<file path="config.mk">
export PLATFORM = sky130hd
export DESIGN_NAME = ghostbus_arbiter_flat
export DESIGN_NICKNAME = d
export VERILOG_FILES = /design/src/rtl/ghostbus_arbiter_if.sv /design/src/rtl/ghostbus_arbiter.sv /design/src/flat_wrapper.sv
export SDC_FILE = /design/constraint.sdc
export NUM_CORES = 1
export LEC_CHECK = 0
export CORE_MARGIN = 3
export CORE_UTILIZATION = 43
export DETAILED_ROUTE_END_ITERATION = 12
export GPL_ROUTABILITY_DRIVEN = 0
export PLACE_DENSITY = 0.9
export SYNTH_ARGS = -nofsm -noshare
export SYNTH_HDL_FRONTEND = slang
export SYNTH_SLANG_ARGS = --single-unit
</file>
<file path="constraint.sdc">
create_clock -name gb_clk -period 5.5 [get_ports gb_clk]
set_input_delay 0.825 -clock gb_clk [delete_from_list [all_inputs] [get_ports gb_clk]]
set_output_delay 0.825 -clock gb_clk [all_outputs]
set_load 0.1 [all_outputs]
</file>
<file path="src/rtl/ghostbus_arbiter_if.sv">
// Ghostbus arbiter port bundle: two requester channels plus the shared gb_* host bus.
// The master view is the arbiter; the slave view is the requesters and the ghostbus top together.
interface ghostbus_arbiter_if #(
  parameter int AW = 24,
  parameter int DW = 32
);
  logic          rq0_req;
  logic          rq0_we;
  logic [AW-1:0] rq0_addr;
  logic [DW-1:0] rq0_wdata;
  logic          rq0_ack;
  logic [DW-1:0] rq0_rdata;

  logic          rq1_req;
  logic          rq1_we;
  logic [AW-1:0] rq1_addr;
  logic [DW-1:0] rq1_wdata;
  logic          rq1_ack;
  logic [DW-1:0] rq1_rdata;

  logic [AW-1:0] gb_addr;
  logic [DW-1:0] gb_wdata;
  logic          gb_wen;
  logic          gb_rstb;
  logic [DW-1:0] gb_rdata;

  // Handshake: rqN_req is held high with stable fields until the one-cycle
  // rqN_ack; the requester drops req on the edge where it samples ack.
  modport master (
    input  rq0_req, rq0_we, rq0_addr, rq0_wdata,
    input  rq1_req, rq1_we, rq1_addr, rq1_wdata,
    input  gb_rdata,
    output rq0_ack, rq0_rdata, rq1_ack, rq1_rdata,
    output gb_addr, gb_wdata, gb_wen, gb_rstb
  );

  modport slave (
    output rq0_req, rq0_we, rq0_addr, rq0_wdata,
    output rq1_req, rq1_we, rq1_addr, rq1_wdata,
    output gb_rdata,
    input  rq0_ack, rq0_rdata, rq1_ack, rq1_rdata,
    input  gb_addr, gb_wdata, gb_wen, gb_rstb
  );
endinterface

</file>
<file path="src/rtl/ghostbus_arbiter.sv">
// Two-requester arbiter sharing one ghostbus host port, one transaction at a time.
// Define GHOSTBUS_ARB_FIXED_PRIO_EN for fixed rq0 priority; default is round-robin.
// dbg_state encoding: 0 IDLE, 1 STROBE, 2 WAIT, 3 CAPTURE, 4 ACK.
module ghostbus_arbiter #(
  parameter int AW     = 24,
  parameter int DW     = 32,
  parameter int RD_LAT = 2
) (
  input  logic               gb_clk,
  input  logic               gb_rst_n,
  ghostbus_arbiter_if.master bus,
  output logic [2:0]         dbg_state
);
  typedef enum logic [2:0] {
    S_IDLE    = 3'd0,
    S_STROBE  = 3'd1,
    S_WAIT    = 3'd2,
    S_CAPTURE = 3'd3,
    S_ACK     = 3'd4
  } state_t;

  state_t        state, state_d;
  logic          grant, grant_d;
  logic          we_q, we_d;
  logic [AW-1:0] addr_q, addr_d;
  logic [DW-1:0] wdata_q, wdata_d;
  logic [3:0]    cnt_q, cnt_d;
  logic [DW-1:0] rdata0_q, rdata1_q;
  logic          any_req;
  logic          win;

  assign any_req = bus.rq0_req | bus.rq1_req;

`ifdef GHOSTBUS_ARB_FIXED_PRIO_EN
  assign win = ~bus.rq0_req;
`else
  logic last;

  // Under contention the requester not served last wins; a lone requester always wins.
  assign win = (bus.rq0_req & bus.rq1_req) ? ~last : bus.rq1_req;

  always_ff @(posedge gb_clk or negedge gb_rst_n) begin
    if (!gb_rst_n)                     last <= 1'b1;
    else if (state == S_IDLE && any_req) last <= win;
  end
`endif

  always_ff @(posedge gb_clk or negedge gb_rst_n) begin
    if (!gb_rst_n) begin
      state   <= S_IDLE;
      grant   <= 1'b0;
      we_q    <= 1'b0;
      addr_q  <= '0;
      wdata_q <= '0;
      cnt_q   <= '0;
    end else begin
      state   <= state_d;
      grant   <= grant_d;
      we_q    <= we_d;
      addr_q  <= addr_d;
      wdata_q <= wdata_d;
      cnt_q   <= cnt_d;
    end
  end

  always_comb begin
    state_d = state;
    grant_d = grant;
    we_d    = we_q;
    addr_d  = addr_q;
    wdata_d = wdata_q;
    cnt_d   = cnt_q;
    case (state)
      S_IDLE: begin
        if (any_req) begin
          grant_d = win;
          we_d    = win ? bus.rq1_we    : bus.rq0_we;
          addr_d  = win ? bus.rq1_addr  : bus.rq0_addr;
          wdata_d = win ? bus.rq1_wdata : bus.rq0_wdata;
          state_d = S_STROBE;
        end
      end
      S_STROBE: begin
        if (we_q) begin
          state_d = S_ACK;
        end else if (RD_LAT == 1) begin
          state_d = S_CAPTURE;
        end else begin
          cnt_d   = 4'(RD_LAT - 1);
          state_d = S_WAIT;
        end
      end
      S_WAIT: begin
        // Counter reaching zero on this edge means gb_rdata is valid next cycle.
        cnt_d = cnt_q - 4'd1;
        if (cnt_q == 4'd1) state_d = S_CAPTURE;
      end
      S_CAPTURE: state_d = S_ACK;
      S_ACK:     state_d = S_IDLE;
      default:   state_d = S_IDLE;
    endcase
  end

  always_ff @(posedge gb_clk or negedge gb_rst_n) begin
    if (!gb_rst_n) begin
      rdata0_q <= '0;
      rdata1_q <= '0;
    end else if (state == S_CAPTURE) begin
      if (grant) rdata1_q <= bus.gb_rdata;
      else       rdata0_q <= bus.gb_rdata;
    end
  end

  assign bus.gb_addr   = addr_q;
  assign bus.gb_wdata  = wdata_q;
  assign bus.gb_wen    = (state == S_STROBE) &  we_q;
  assign bus.gb_rstb   = (state == S_STROBE) & ~we_q;
  assign bus.rq0_ack   = (state == S_ACK) & ~grant;
  assign bus.rq1_ack   = (state == S_ACK) &  grant;
  assign bus.rq0_rdata = rdata0_q;
  assign bus.rq1_rdata = rdata1_q;
  assign dbg_state     = state;
endmodule

</file>
<file path="src/flat_wrapper.sv">
// flat-port wrapper written by rule: the top's interface ports become plain ports
module ghostbus_arbiter_flat 
#(
  parameter int AW     = 24,
  parameter int DW     = 32,
  parameter int RD_LAT = 2
)
  (gb_clk, gb_rst_n, dbg_state, bus_rq0_req, bus_rq0_we, bus_rq0_addr, bus_rq0_wdata, bus_rq1_req, bus_rq1_we, bus_rq1_addr, bus_rq1_wdata, bus_gb_rdata, bus_rq0_ack, bus_rq0_rdata, bus_rq1_ack, bus_rq1_rdata, bus_gb_addr, bus_gb_wdata, bus_gb_wen, bus_gb_rstb);
  ghostbus_arbiter_if #(.AW(AW), .DW(DW)) bus_i ();
  input  logic gb_clk;
  input  logic gb_rst_n;
  output logic [2:0] dbg_state;
  input wire logic [$bits(bus_i.rq0_req)-1:0] bus_rq0_req;
  input wire logic [$bits(bus_i.rq0_we)-1:0] bus_rq0_we;
  input wire logic [$bits(bus_i.rq0_addr)-1:0] bus_rq0_addr;
  input wire logic [$bits(bus_i.rq0_wdata)-1:0] bus_rq0_wdata;
  input wire logic [$bits(bus_i.rq1_req)-1:0] bus_rq1_req;
  input wire logic [$bits(bus_i.rq1_we)-1:0] bus_rq1_we;
  input wire logic [$bits(bus_i.rq1_addr)-1:0] bus_rq1_addr;
  input wire logic [$bits(bus_i.rq1_wdata)-1:0] bus_rq1_wdata;
  input wire logic [$bits(bus_i.gb_rdata)-1:0] bus_gb_rdata;
  output wire logic [$bits(bus_i.rq0_ack)-1:0] bus_rq0_ack;
  output wire logic [$bits(bus_i.rq0_rdata)-1:0] bus_rq0_rdata;
  output wire logic [$bits(bus_i.rq1_ack)-1:0] bus_rq1_ack;
  output wire logic [$bits(bus_i.rq1_rdata)-1:0] bus_rq1_rdata;
  output wire logic [$bits(bus_i.gb_addr)-1:0] bus_gb_addr;
  output wire logic [$bits(bus_i.gb_wdata)-1:0] bus_gb_wdata;
  output wire logic [$bits(bus_i.gb_wen)-1:0] bus_gb_wen;
  output wire logic [$bits(bus_i.gb_rstb)-1:0] bus_gb_rstb;
  assign bus_i.rq0_req = bus_rq0_req;
  assign bus_i.rq0_we = bus_rq0_we;
  assign bus_i.rq0_addr = bus_rq0_addr;
  assign bus_i.rq0_wdata = bus_rq0_wdata;
  assign bus_i.rq1_req = bus_rq1_req;
  assign bus_i.rq1_we = bus_rq1_we;
  assign bus_i.rq1_addr = bus_rq1_addr;
  assign bus_i.rq1_wdata = bus_rq1_wdata;
  assign bus_i.gb_rdata = bus_gb_rdata;
  assign bus_rq0_ack = bus_i.rq0_ack;
  assign bus_rq0_rdata = bus_i.rq0_rdata;
  assign bus_rq1_ack = bus_i.rq1_ack;
  assign bus_rq1_rdata = bus_i.rq1_rdata;
  assign bus_gb_addr = bus_i.gb_addr;
  assign bus_gb_wdata = bus_i.gb_wdata;
  assign bus_gb_wen = bus_i.gb_wen;
  assign bus_gb_rstb = bus_i.gb_rstb;
  ghostbus_arbiter #(.AW(AW), .DW(DW), .RD_LAT(RD_LAT)) u_core (.gb_clk(gb_clk), .gb_rst_n(gb_rst_n), .bus(bus_i), .dbg_state(dbg_state));
endmodule
</file>
==> results.py, run 1 <==
metrics = {
    "sta": {
        "hold_viol": 0,
        "grt_setup_unrepaired": "false",
        "slew_viol_final": 0,
        "worst_pin_slew_ns": 1.20,
        "slew-limit-headroom": 0.200,
        "setup_ws_ns": 2.00,
        "fin_crit_sh": 0.636,
        "max_freq_mhz": 286,
        "fin_worst_skew_ns": 0.00889,
        "period_needed_ns": 3.50,
        "final.setup.tns_ns": 0,
        "final-setup-viol-count": 0,
    },
    "layout": {
        "num_antenna_cells": 0,
        "syn_to_final_growth_pct": 63.7,
        "final_nets": 805,
        "fillers": 781,
        "postLayoutCoreUtil": 0.730,
        "layout-drive-gt1-share": 0.248,
    },
    "critical_path": {
        "crit_fanout": 10,
        "crit_type": "flip-flop to output pin",
        "cp.arrival_ns": 2.67,
        "cp.required_ns": 4.68,
        "crit_path_start_kind": "flip-flop",
        "cp-end-kind": "output pin",
    },
    "yosys": {
        "async_reset_ff_frac": 1.00,
        "syn_area_um2": 5420,
        "ys_top_cells_by_area": "dfrtp_1, mux2_2, o221a_2",
        "syn_nets": 538,
        "synth_seq_cells": 130,
        "post-synth-top-area-cell": "dfrtp_1",
        "synth_cell_types": 32,
        "dominantRegCellSynth": "dfrtp_1",
        "netlist_instances": 386,
        "yosys_warnings": 0,
        "yosysSeqAreaShare": 0.600,
        "synth_edf_count": 0,
        "synth_top_area_share": 0.596,
        "syn_area_per_cell_um2": 14.0,
    },
    "clocking": {
        "clk_path_buf_depth": 2,
        "clk_pin_slew_ns": 0.06,
        "post_cts_buffers": 0,
        "numCtsBuffers": 17,
        "holdBufCountCts": 0,
        "tritoncts": "yes",
        "h-tree-depth": 4,
        "clk_latency_ns": 0.40,
        "cts.sinks": 130,
        "cts-resized-gates": 0,
        "clockRootBuffer": "clkbuf_16",
    },
    "route": {
        "firstDrtPassIters": 5,
        "drc_errors": 0,
        "drt_iter0_drc": 321,
        "viasPerCell": 5.35,
        "ant_nets": 0,
        "wl_per_cell_um": 19.7,
        "wl_mm": 16.4,
        "num_vias": 4464,
    },
    "global_route": {
        "antenna_found_initial": 0,
        "use_met3": 0.0847,
        "grt_max_degree": 68,
        "grt_pass1_wl_mm": 26.2,
        "grt_pass1_vias": 4810,
        "met1_usage": 0.286,
        "busiest_layer": "met2",
        "overflow": 0,
        "grt_use_total": 0.238,
        "met2_usage": 0.388,
    },
    "floorplanning": {
        "coreArea_um2": 12200,
        "start_util": 0.446,
        "fp.dieW_um": 118,
        "rows": 40,
        "die_y_um": 118,
        "io_pins": 277,
        "dieArea_um2": 14000,
    },
    "outcome": {
        "outcome": "completed",
    },
    "placement": {
        "numPortBuffers": 276,
        "dp_hpwl_mm": 11.9,
        "preCtsSetupSlack_ns": 2.43,
    },
    "flow_run": {
        "maxCapViolations": 0,
    },
    "hold_path": {
        "min_path_type": "flip-flop to flip-flop",
    },
}
-- path summary, 6_finish.rpt --
check | start | end | slack, ns | cells after the start
max | u_core.dbg_state[2] | bus_gb_wen | 2.00 | 3
min | u_core.cnt_q[3] | u_core.cnt_q[3] | 0.49 | 1
max reg2reg | u_core.dbg_state[1] | u_core.bus.gb_wdata[22] | 2.74 | 3
min reg2reg | u_core.cnt_q[3] | u_core.cnt_q[3] | 0.49 | 1
max in group asynchronous | gb_rst_n | u_core.bus.rq0_rdata[5] | 3.65 | 2
min in group asynchronous | gb_rst_n | u_core.bus.rq0_rdata[31] | 0.50 | 1
-- Yosys cell counts (2+ instances only) --
library cell	count
a21oi_1	4
nor2b_1	2
nor3_1	2
inv_1	3
buf_6	3
o221a_2	57
clkbuf_1	22
nor3b_1	2
buf_2	8
ha_1	2
nand2_1	4
or3_1	57
dfrtp_1	129
mux2_2	64
nand2b_1	2
nor4b_1	2
o21ai_0	2
nor2_1	7
-- area by class of cell --
type,instances,area (µm²),share of cell area
clock buffers,18,429,0.0484
clock inverters,14,153,0.0172
inverters,3,11.3,0.00127
multi-input cells,220,2020,0.228
flip-flops and latches,130,3250,0.367
well taps,168,210,0.0237
repair buffers,281,2800,0.315
-- routing by layer --
layer,wire length [µm],vias to the layer above
met5,0,-
met4,546,0
met3,1350,34
met2,8130,250
met1,6420,2169
li1,-,2011
-- sequential cells by signal, summed over array words and instances, names as in the netlist --
name	cells
u_core.bus.gb_wdata	32
u_core.bus.rq0_rdata	32
u_core.bus.rq1_rdata	32
u_core.bus.gb_addr	24
u_core.cnt_q	4
u_core.dbg_state	3
u_core.grant	1
u_core.last	1
u_core.we_q	1
-- per-stage QoR --
stage	instances	hold slack (ns)	cell area, µm²
floorplan	386	0.449	5420
global placement	802	0.474	8290
detailed placement	802	0.482	8290
CTS	834	0.489	8870
global route	834	0.515	8870
finish	834	0.487	8870
-- worst max-delay path: stages (launching register included) --
cell and delay, ns:
dfrtp_1 0.46, nand2b_1 0.27, nor3b_1 0.32, clkdlybuf4s50_1 1.20
-- cells by family after synthesis --
family	share of synthesized area
fa+ha+maj	0.00462
simple gates	0.0993
buf+inv	0.0309
flops	0.600
mux	0.135
compound gates	0.130
-- cell usage in the layout (no fill, tap or decap), drive strengths merged --
cell type / Yosys / routed
o2bb2ai: 1 / 1
or3: 57 / 57
a22o: 1 / 1
nor2b: 2 / 2
o31ai: 1 / 1
bufinv: 0 / 2
dfrtp: 129 / 129
mux2i: 1 / 1
clkbuf: 22 / 18
mux2: 64 / 64
clkdlybuf4s50: 0 / 275
o21a: 1 / 1
nand4b: 1 / 1
dfstp: 1 / 1
nor3: 2 / 2
nor4: 1 / 1
clkinvlp: 0 / 1
nand2b: 2 / 2
nand3: 1 / 1
nor4bb: 1 / 1
or4b: 1 / 1
a21oi: 4 / 4
ha: 2 / 2
clkinv: 0 / 7
nand3b: 1 / 1
or3b: 1 / 1
nor3b: 3 / 3
o21ai: 2 / 2
nor2: 7 / 7
inv: 3 / 7
o221a: 57 / 57
nand2: 4 / 4
buf: 11 / 6
nor4b: 2 / 2
Power of run 1 is not shown: default switching activity piles up to over one toggle a cycle in this logic, so the estimate is an artifact.
==> inputs of run 2 (changes only) <==
--- a/config.mk
+++ b/config.mk
@@ -6,10 +6,10 @@
 export NUM_CORES = 1
 export LEC_CHECK = 0
 export CORE_MARGIN = 3
-export CORE_UTILIZATION = 43
+export CORE_UTILIZATION = 36
 export DETAILED_ROUTE_END_ITERATION = 12
 export GPL_ROUTABILITY_DRIVEN = 0
-export PLACE_DENSITY = 0.9
+export PLACE_DENSITY = 0.81
 export SYNTH_ARGS = -nofsm -noshare
 export SYNTH_HDL_FRONTEND = slang
 export SYNTH_SLANG_ARGS = --single-unit
==> constraint.sdc (replaced) <==
create_clock -name gb_clk -period 3.2 [get_ports gb_clk]
set_input_delay 0.48 -clock gb_clk [delete_from_list [all_inputs] [get_ports gb_clk]]
set_output_delay 0.48 -clock gb_clk [all_outputs]
set_load 0.1 [all_outputs]
==> run 2 against run 1 <==
Net effect:
- count of clock-buffer cells in the layout increased by 2
- largest cell class unchanged
- cell count increased by 2.3%
- global-route usage decreased by 4.2 points
- routed wire length decreased by 0.81%
- critical path type is now flip-flop to flip-flop
- sequential share of layout area increased by 0.15 points
- critical path depth increased by 1
- register-to-register slack got worse by 2.1 ns
- clock skew about the same
- core utilization decreased by 13 points
- non-clock buffer count increased by 4
- hold slack got worse by 0.48 ns
==> results.py, run 2 (synthesis gave the netlist of run 1 again) <==
metrics = {
    "global_route": {
        "grt_max_degree": 82,
        "grt_use_total": 0.196,
        "grt_pass1_wl_mm": 25.2,
        "antenna_found_initial": 0,
        "grt_pass1_vias": 4685,
        "overflow": 0,
    },
    "sta": {
        "setup_ws_ns": 0.635,
        "slew_viol_final": 0,
        "hold_viol": 0,
        "fin_worst_skew_ns": 0.00863,
        "period_needed_ns": 2.56,
        "whs_ns": 0.00834,
        "slew-limit-headroom": 0.333,
        "fin_crit_sh": 0.802,
        "worst_pin_slew_ns": 0.998,
        "grt_setup_unrepaired": "false",
        "max_freq_mhz": 390,
        "final-setup-viol-count": 0,
    },
    "route": {
        "wl_per_cell_um": 19.1,
        "firstDrtPassIters": 8,
        "drc_errors": 0,
        "wl_mm": 16.3,
        "viasPerCell": 5.21,
        "ant_nets": 0,
        "num_vias": 4445,
        "drt_iter0_drc": 335,
    },
    "clocking": {
        "post_cts_buffers": 0,
        "h-tree-depth": 4,
        "clk_latency_ns": 0.41,
        "cts-resized-gates": 0,
        "clk_path_buf_depth": 2,
        "numCtsBuffers": 17,
        "clockRootBuffer": "clkbuf_16",
        "clk_pin_slew_ns": 0.05,
        "holdBufCountCts": 0,
        "tritoncts": "yes",
        "cts.sinks": 130,
    },
    "critical_path": {
        "worst-r2r-cell-count": 4,
        "cp.arrival_ns": 2.86,
        "crit_path_start_kind": "flip-flop",
        "cp-end-kind": "flip-flop",
        "cp.required_ns": 3.49,
        "crit_fanout": 33,
        "crit_type": "flip-flop to flip-flop",
    },
    "layout": {
        "layout-drive-gt1-share": 0.335,
        "num_antenna_cells": 0,
        "final_nets": 809,
        "stdcell_area_um2": 8840,
        "multiInputGateArea_um2": 2050,
        "fillers": 1124,
        "final_common_cell": "clkdlybuf4s50_1",
        "final_cell_mix": "clkdlybuf4s50_1, dfrtp_1, mux2_2",
        "seqCellArea_um2": 3250,
        "syn_to_final_growth_pct": 63.1,
    },
    "floorplanning": {
        "dieArea_um2": 16600,
        "coreArea_um2": 14600,
        "rows": 44,
        "start_util": 0.370,
        "fp.dieW_um": 129,
        "io_pins": 277,
        "die_y_um": 129,
    },
    "outcome": {
        "outcome": "completed",
    },
    "placement": {
        "dp_hpwl_mm": 12.0,
        "preCtsSetupSlack_ns": 0.623,
        "numPortBuffers": 276,
        "dpl_cell_area_um2": 8280,
    },
    "flow_run": {
        "maxCapViolations": 0,
    },
    "hold_path": {
        "min_path_type": "input pin to asynchronous set/reset pin",
    },
}
-- run 2: changes by cell type in the layout (fill, tap and decap cells not counted), sizes merged --
cell | previous run | this run
buf | 6 | 63
inv | 7 | 3
clkinvlp | 1 | 2
clkdlybuf4s50 | 275 | 222
clkbuf | 18 | 20
-- run 2: cell type report --
cell class                 instances  share of cell area
clock inverter                    11              0.0129
clock buffer                      20              0.0505
sequential                       130               0.368
tap                              184              0.0260
inverter                           3             0.00127
timing repair buffer             285               0.310
multi-input combinational        220               0.232
-- run 2: worst max-delay path, stage by stage (launching register included) --
cell,delay (ns)
dfrtp_1,0.51
nor3_1,0.52
nand3_2,0.70
buf_4,0.45
o221a_2,0.27
-- run 2: final timing paths --
path	from	endpoint	slack, ns
worst min-delay path	gb_rst_n	u_core.bus.rq0_rdata[9]	0.008
worst max-delay path	u_core.dbg_state[0]	u_core.bus.gb_wdata[2]	0.64
min in group gb_clk	u_core.cnt_q[3]	u_core.cnt_q[3]	0.50
max in group asynchronous	gb_rst_n	u_core.last	2.37
worst max register to register	u_core.dbg_state[0]	u_core.bus.gb_wdata[2]	0.64
worst min register to register	u_core.cnt_q[3]	u_core.cnt_q[3]	0.50
-- run 2: metrics by stage --
step	utilization	setup TNS, ns	cells
2_1_floorplan	-	-0.507	386
3_3_place_gp	0.565	0	822
3_5_place_dp	0.565	0	822
4_1_cts	0.604	0	853
5_1_grt	0.604	0	853
6_report	0.604	0	853
-- run 2: layer usage --
layer,GRT usage,share of wire
met1,0.238,0.40
met2,0.323,0.50
met3,0.0739,0.083
met4,0.0642,0.014
met5,0,0
Power of run 2 is left out for the same reason.
==> inputs of run 3 (changes only) <==
==> constraint.sdc (replaced) <==
create_clock -name gb_clk -period 2.22 [get_ports gb_clk]
set_input_delay 0.333 -clock gb_clk [delete_from_list [all_inputs] [get_ports gb_clk]]
set_output_delay 0.333 -clock gb_clk [all_outputs]
set_load 0.1 [all_outputs]
==> run 3 against run 2 <==
Net effect:
- critical path depth decreased by 1
- first-iteration DRC count decreased by 35%
- core utilization increased by 0.44 points
- count of clock-buffer cells in the layout unchanged
- register-to-register slack got worse by 0.42 ns
- critical path type is now flip-flop to output pin
- critical endpoint is now bus_gb_wen
==> results.py, run 3 (synthesis gave the netlist of run 1 again) <==
metrics = {
    "layout": {
        "final_common_cell": "clkdlybuf4s50_1",
        "final_nets": 811,
        "layout-drive-gt1-share": 0.455,
        "num_antenna_cells": 0,
        "syn_to_final_growth_pct": 64.3,
        "final_cell_mix": "clkdlybuf4s50_1, buf_4, dfrtp_1",
    },
    "sta": {
        "fin_crit_sh": 0.910,
        "fin_worst_skew_ns": 0.00815,
        "period_needed_ns": 2.02,
        "final-setup-viol-count": 0,
        "grt_setup_unrepaired": "false",
        "worst_pin_slew_ns": 0.498,
        "hold_viol": 0,
        "whs_ns": 0.473,
        "slew-limit-headroom": 0.667,
        "slew_viol_final": 0,
        "max_freq_mhz": 495,
    },
    "critical_path": {
        "cp.arrival_ns": 1.69,
        "crit_path_start": "u_core.dbg_state[2]",
        "rrSetupSlack_ns": 0.22,
        "r2r_end": "u_core.bus.gb_wdata[3]",
        "crit_path_start_kind": "flip-flop",
        "crit_fanout": 10,
        "cp.required_ns": 1.89,
        "cp_top_family": "flip-flops",
        "cp-end-kind": "output pin",
        "cp_slowest_stage_delay_ns": 0.53,
        "endpoint": "bus_gb_wen",
        "r2r-start": "u_core.dbg_state[0]",
        "crit_buf_inv": 1,
        "path_cells": "nand2b_2 -> nor3b_4 -> buf_12",
        "crit_type": "flip-flop to output pin",
        "crit_slowest_cell": "dfrtp_4",
        "worst-r2r-cell-count": 4,
        "cp_num_cells": 3,
    },
    "floorplanning": {
        "coreArea_um2": 14600,
        "io_pins": 277,
        "fp.dieW_um": 129,
        "rows": 44,
        "start_util": 0.370,
        "die_y_um": 129,
        "dieArea_um2": 16600,
    },
    "global_route": {
        "overflow": 0,
        "grt_use_total": 0.194,
        "grt_pass1_vias": 4764,
        "grt_max_degree": 78,
        "grt_pass1_wl_mm": 25.1,
        "antenna_found_initial": 0,
    },
    "clocking": {
        "clk_latency_ns": 0.41,
        "h-tree-depth": 4,
        "numCtsBuffers": 17,
        "clk_path_buf_depth": 2,
        "tritoncts": "yes",
        "cts.sinks": 130,
        "clk_pin_slew_ns": 0.06,
        "cts-resized-gates": 0,
        "clockRootBuffer": "clkbuf_16",
    },
    "route": {
        "wl_per_cell_um": 18.7,
        "drc_errors": 0,
        "route.met3.wl_mm": 1.55,
        "wl_met2_mm": 8.16,
        "firstDrtPassIters": 4,
        "viasPerCell": 5.22,
        "drt_iter0_drc": 217,
        "ant_nets": 0,
        "wl_mm": 16.0,
        "num_vias": 4470,
        "top_layer": "met4",
        "met1Wirelength_mm": 6.05,
    },
    "placement": {
        "dp_hpwl_mm": 11.6,
        "numPortBuffers": 276,
    },
    "flow_run": {
        "maxCapViolations": 0,
    },
    "outcome": {
        "outcome": "completed",
    },
    "hold_path": {
        "min_path_type": "input pin to asynchronous set/reset pin",
    },
}
==> run 3: cell count changes in the layout (fill, tap and decap cells not counted), sizes merged <==
cell,change
buf,+75
clkdlybuf4s50,-74
inv,+1
clkinv,-3
dlygate4sd3,+1
clkinvlp,+1
bufinv,+2
==> run 3: final cells by class <==
| type | count | area, µm² |
|---|---|---|
| repair buffers | 287 | 2680 |
| clock inverters | 12 | 179 |
| well taps | 184 | 230 |
| flip-flops and latches | 130 | 3270 |
| fillers | 1139 | 5740 |
| clock buffers | 20 | 467 |
| multi-input cells | 220 | 2070 |
| inverters | 3 | 11.3 |
==> run 3: how the worst min path moves through the flow <==
stage               slack [ns]      from                        to
global placement          0.37  gb_rst_n       u_core.dbg_state[2]
finish                    0.47  gb_rst_n  u_core.bus.rq1_rdata[17]
CTS                       0.49  gb_rst_n  u_core.bus.rq0_rdata[17]
detailed placement        0.37  gb_rst_n  u_core.bus.rq1_rdata[13]
floorplan                 0.04  gb_rst_n     u_core.bus.gb_addr[0]
global route              0.50  gb_rst_n  u_core.bus.rq1_rdata[17]
==> run 3: per-layer routing <==
metal | track usage | vias up
li1 | - | 2040
met1 | 0.227 | 2195
met2 | 0.322 | 215
met3 | 0.0818 | 20
met4 | 0.0667 | 0
met5 | 0 | -
==> run 3: timing repair <==
item                      in CTS  in global routing
setup buffers                  0                  0
hold endpoints to repair     129                  0
hold buffers                   1                  0
==> run 3: worst register-to-register path, cell delays in order (launching register included) <==
cell and delay [ns]:
dfrtp_4 0.56, or4b_4 0.56, buf_12 0.19, or3_1 0.43
o221a_2 0.14
==> run 3: per-stage QoR <==
stage          worst slack, ns   util  setup TNS (ns)  cells  area (µm²)
2_1_floorplan          -0.0828      -         -0.0915    386        5510
3_3_place_gp            0.0956  0.563               0    823        8250
3_5_place_dp            0.0308  0.563               0    823        8250
4_1_cts                  0.156  0.608               0    856        8900
5_1_grt                  0.113  0.608               0    856        8900
6_report                 0.200  0.608               0    856        8900
Power of run 3 is left out for the same reason.
